**src/rtl/crash_course_cpu_gpio.sv**
```systemverilog
// crash_course_cpu_gpio: PORT_COUNT x DATA_WIDTH GPIO (IN/OUT/DIR/PEND per port at addr {port,sel}); io_in synchronized, rising edges latch W1C PEND, irq = registered OR of PEND; clk_en&&system_enabled gate all non-reset updates
module crash_course_cpu_gpio #(
  parameter int DATA_WIDTH = 8,
  parameter int PORT_COUNT = 4,
  parameter int SYNC_STAGES = 2,
  localparam int ADDR_WIDTH = $clog2(PORT_COUNT) + 2
) (
  input  logic                             clk,
  input  logic                             sync_rst_n,
  input  logic                             clk_en,
  input  logic                             system_enabled,
  input  logic [PORT_COUNT*DATA_WIDTH-1:0] io_in,
  output logic [PORT_COUNT*DATA_WIDTH-1:0] io_out,
  output logic [PORT_COUNT*DATA_WIDTH-1:0] io_oe,
  input  logic [ADDR_WIDTH-1:0]            reg_addr,
  output logic [DATA_WIDTH-1:0]            reg_read_data,
  input  logic [DATA_WIDTH-1:0]            reg_write_data,
  input  logic                             reg_write_enable,
  output logic                             irq
);
  localparam int N = PORT_COUNT * DATA_WIDTH;
  logic en;
  logic [31:0] pi;
  logic [1:0] sel;
  logic [N-1:0] sync_q [SYNC_STAGES];
  logic [N-1:0] in_q, prev_q, pend_q, out_n, dir_n, clr;
  assign en = clk_en & system_enabled;
  assign pi = 32'(reg_addr >> 2);
  assign sel = reg_addr[1:0];
  assign in_q = sync_q[SYNC_STAGES-1];
  always_comb begin
    out_n = io_out;
    dir_n = io_oe;
    clr = '0;
    if (reg_write_enable && pi < PORT_COUNT) begin
      if (sel == 2'd1) out_n[pi*DATA_WIDTH +: DATA_WIDTH] = reg_write_data;
      if (sel == 2'd2) dir_n[pi*DATA_WIDTH +: DATA_WIDTH] = reg_write_data;
      if (sel == 2'd3) clr[pi*DATA_WIDTH +: DATA_WIDTH] = reg_write_data;
    end
  end
  always_comb begin
    reg_read_data = '0;
    if (pi < PORT_COUNT)
      reg_read_data = sel == 2'd0 ? in_q[pi*DATA_WIDTH +: DATA_WIDTH] :
                      sel == 2'd1 ? io_out[pi*DATA_WIDTH +: DATA_WIDTH] :
                      sel == 2'd2 ? io_oe[pi*DATA_WIDTH +: DATA_WIDTH] :
                                    pend_q[pi*DATA_WIDTH +: DATA_WIDTH];
  end
  // new edges are OR'd in after the W1C mask so a same-cycle set survives the clear
  always_ff @(posedge clk) begin
    if (!sync_rst_n) begin
      for (int i = 0; i < SYNC_STAGES; i++) sync_q[i] <= '0;
      prev_q <= '0;
      pend_q <= '0;
      io_out <= '0;
      io_oe <= '0;
      irq <= 1'b0;
    end else if (en) begin
      sync_q[0] <= io_in;
      for (int i = 1; i < SYNC_STAGES; i++) sync_q[i] <= sync_q[i-1];
      prev_q <= in_q;
      pend_q <= (pend_q & ~clr) | (in_q & ~prev_q);
      io_out <= out_n;
      io_oe <= dir_n;
      irq <= |pend_q;
    end
  end
endmodule

```
**config.mk**
```make
export PLATFORM = sky130hd
export DESIGN_NAME = crash_course_cpu_gpio
export DESIGN_NICKNAME = d
export VERILOG_FILES = /design/src/rtl/crash_course_cpu_gpio.sv
export SDC_FILE = /design/constraint.sdc
export NUM_CORES = 1
export LEC_CHECK = 0
export ABC_AREA = 0
export BUFFER_PORTS_ARGS = -buffer_cell sky130_fd_sc_hd__buf_2
export CAP_MARGIN = 40
export CELL_PAD_IN_SITES_DETAIL_PLACEMENT = 1
export CELL_PAD_IN_SITES_GLOBAL_PLACEMENT = 1
export CORE_UTILIZATION = 35
export CTS_BUF_LIST = sky130_fd_sc_hd__clkbuf_2 sky130_fd_sc_hd__clkbuf_4 sky130_fd_sc_hd__clkbuf_8
export DETAILED_ROUTE_END_ITERATION = 10
export MAX_ROUTING_LAYER = met4
export PLACE_DENSITY = 0.64
export SLEW_MARGIN = 20
export SYNTH_ARGS = -nofsm -noshare
export SYNTH_HDL_FRONTEND = slang
export SYNTH_SLANG_ARGS = --single-unit
```
**constraint.sdc**
```tcl
create_clock -name clk -period 4.6 [get_ports clk]
set_input_delay 0.46 -clock clk [delete_from_list [all_inputs] [get_ports clk]]
set_output_delay 0.46 -clock clk [all_outputs]
set_load 0.005 [all_outputs]
```
==> results.md <==
* Hold slack at between 200 and 300 ps
* Reg2reg end: irq
* Worst Hold Endpoint: sync_q[0][16]
* Skew-Pair Late Insertion Delay at 480 ps
* GPL Wtd Cong at between 0.9 and 1
* Skew final at ~13 ps
* Slew headroom at 0.542
* # resized after CTS at 0
* Worst Setup Path Type: in2out
* Synth warnings at 0
* Min-Delay Path Class: in2reg
* Synth top area cells: dfxtp_1 (29%), edfxtp_1 (22%), a21boi_0 (9.0%)
* Reg2Reg Setup Slack at between 2000 and 3000 ps
* Leak Pwr at just under 4 nW
* Core area at about 25000 um2
* Synth area leader: dfxtp_1
* Final Hold Vio Count at 0
* Worst path cell trace: buf_2 > buf_4 > mux4_1 > a2bb2oi_1 > a21oi_1 > a31oi_1 > buf_2
* Nets at between 900 and 1000
* Setup TNS at 0 ps
* Gr usage total at 0.217
* Num rows at 57
* Top cell type's share of synthesized area at 0.292
* Startpoint Class: input port
* WP data arrival at between 2000 and 2500 ps
* Via count at 6832
* Fmax at 0.355 GHz
* H-tree levels at 4
* Synth Cell Area at between 8000 and 9000 um2
* Number of synthesized flops with an enable pin at 64
* Post-DP HPWL at roughly 19000 um
* Worst-Margin Slew at 686 ps
* Antenna violations before repair at 0
* Synth Instances at about 860
* Asr flop ratio synth at 0
* Final period util at 0.613
* Die area at approximately 26000 um2
* Largest stage delay, worst path at 620 ps
* Cell variety after synth at between 40 and 50
* Maximum root-to-sink buffer count at 2
* Root Driver: clkbuf_8
* Crit Path Max Fanout at 33
* P&R area growth vs syn at 14.0%
* Largest net degree at the start of global routing at a little under 100
* CTS Sinks at between 150 and 200
* Max rail drop VDD at between 0.0001 and 0.00015 V
* Antenna Violating Nets Remaining at 0
* First-pass GRT wire length at 41000 um
* Pwr Density at 326 nW/um2
* Setup Buffers After CTS at 0
* Max-Cap Viols at 0
* Die span in x at about 160 um
* Pre-Repair DR Iteration Count at 5
* Ant diodes at 0
* RSZ-0062 raised after global routing: false
* Share of the yosys chip area belonging to registers at 0.509
* Outcome: completed
* FF/Latch Area at 4500 um2
* Clock-pin slew on the worst setup and hold paths at roughly 110 ps
* CTS tree: built
* Die Ht at ~160 um
* Final min period at roughly 2800 ps
* Slowest CP cell: mux4_1
* Remaining DRCs at 0
* Dominant synthesized flop cell: dfxtp_1
* PortBufs at between 100 and 150
* Hold path startpoint: io_in[16]
* Layout cells sized above 1 at 0.241
* Worst Setup End Kind: output pin
* Number of filler cells placed in the layout at ~2800
* Total Wirelength at roughly 27000 um
* Starting Density at 0.361
* Initial detailed-routing violation count at 531
* Vias in the first global route at between 6000 and 7000
* Post-DR vias/cell at 5.34
* Endpoints failing setup at 0
* Post-layout util at 0.411
* R2R depth at 4
* Synthesized area per cell at between 10 and 15 um2
* RR Startpoint: pend_q[24]
* Crit path top cell by count: buf_2
* Multi-input gate area at 4060 um2
* Global route total overflow at 0
* # hold bufs at CTS at 0
* Fin. max-slew vios at 0
* Ports at around 120
* Syn_nets at 910
* TritonCTS buffer count at 17
* Hold depth at 2
* Wire per inst at ~21 um
* #FFs+latches synth at 193
* Required @ worst endpoint at between 4000 and 5000 ps
through the flow:
| stage | total power (W) | worst slack [ps] | instance area [um2] | cells |
|---|---|---|---|---|
| finish | 0.00329 | 1780 | 10100 | 1280 |
| CTS | 0.00333 | 1780 | 10100 | 1279 |
| global route | 0.00342 | 1670 | 10100 | 1280 |
| floorplan | 0.00206 | 1900 | 8850 | 856 |
| global placement | 0.00218 | 1770 | 9660 | 1247 |
| detailed placement | 0.00218 | 1630 | 9660 | 1247 |
sequential cells by signal, indices dropped and copies added (netlist names):
name    flops
io_out     32
io_oe      32
irq         1
pend_q     32
sync_q     64
prev_q     32
worst max-delay path by stage:
stage,start,endpoint,slack [ps],cells past startpoint
final,reg_addr[2],reg_read_data[5],1780,7
after detailed placement,reg_addr[0],io_oe[29],1630,6
after CTS,reg_addr[2],reg_read_data[3],1780,7
after global placement,reg_addr[0],io_out[27],1770,6
after global routing,reg_addr[2],reg_read_data[3],1670,7
after floorplan,clk_en,sync_q[0][0],1900,3
worst max-delay path: cells and delay by family:
kind	cells	cell delay, ps
multiplexers	1	620
AO/OA/AOI/OAI	3	570
buffers and inverters	3	700
power by group:
group          leakage (nW)  switching, W  internal [W]  total [W]
Combinational          2.01      0.000172      0.000108   0.000280
Sequential             1.72     0.0000445       0.00182    0.00187
Clock                 0.199      0.000690      0.000455    0.00115
Total                  3.92      0.000906       0.00238    0.00329
cell usage in the layout (no fill, tap or decap), drive strengths merged, types with 5 or more instances in the layout:
| master | n |
|---|---|
| ha | 5 |
| dfxtp | 129 |
| a32oi | 16 |
| clkbuf | 17 |
| a21boi | 111 |
| nor2b | 19 |
| nor2 | 8 |
| o21ai | 33 |
| inv | 10 |
| a31oi | 5 |
| edfxtp | 64 |
| mux4 | 23 |
| nand2 | 155 |
| nand3b | 31 |
| and3 | 66 |
| or2 | 46 |
| nand3 | 14 |
| a21oi | 12 |
| buf | 131 |
| nor4 | 8 |
| mux2i | 21 |
| clkinv | 5 |
| nand4 | 5 |
kinds of logic after synthesis:
family,Yosys count,share of synthesized area
AO/OA/AOI/OAI,185,0.146
adder cells (fa/ha/maj),5,0.00707
buffers and inverters,66,0.0329
flip-flops,193,0.509
multiplexers,44,0.0870
AND/OR/NAND/NOR,363,0.218
synthesized netlist by cell type, types with 3 or more instances:
cell type,n
mux4_2,12
buf_2,14
clkbuf_1,42
nor4_1,8
a21oi_1,12
o21ai_0,33
ha_1,5
nand3b_1,31
nand3_2,3
mux2i_1,21
buf_4,3
edfxtp_1,64
a31oi_1,5
a21boi_1,5
a32oi_1,16
mux4_1,11
nand2_1,155
dfxtp_1,129
and3_1,66
nand3_1,11
nand4_1,5
nor2_1,8
nor2b_1,18
a21boi_0,106
or2_2,45
a22o_1,3
layout make-up:
cell class,count,share of cell area
inverter,3,0.00112
clock buffer,17,0.0232
multi-input combinational,597,0.403
tap,324,0.0402
timing repair buffer,131,0.0697
sequential,193,0.447
clock inverter,15,0.0163
per-layer routing:
metal | global-route usage | wire length (um) | vias to the layer above
li1 | - | - | 3250
met1 | 0.326 | 13800 | 3336
met2 | 0.294 | 11100 | 215
met3 | 0.0329 | 1470 | 31
met4 | 0.0703 | 530 | 0
met5 | - | 0 | -
Note: power is estimated with default switching activity, not from simulation.
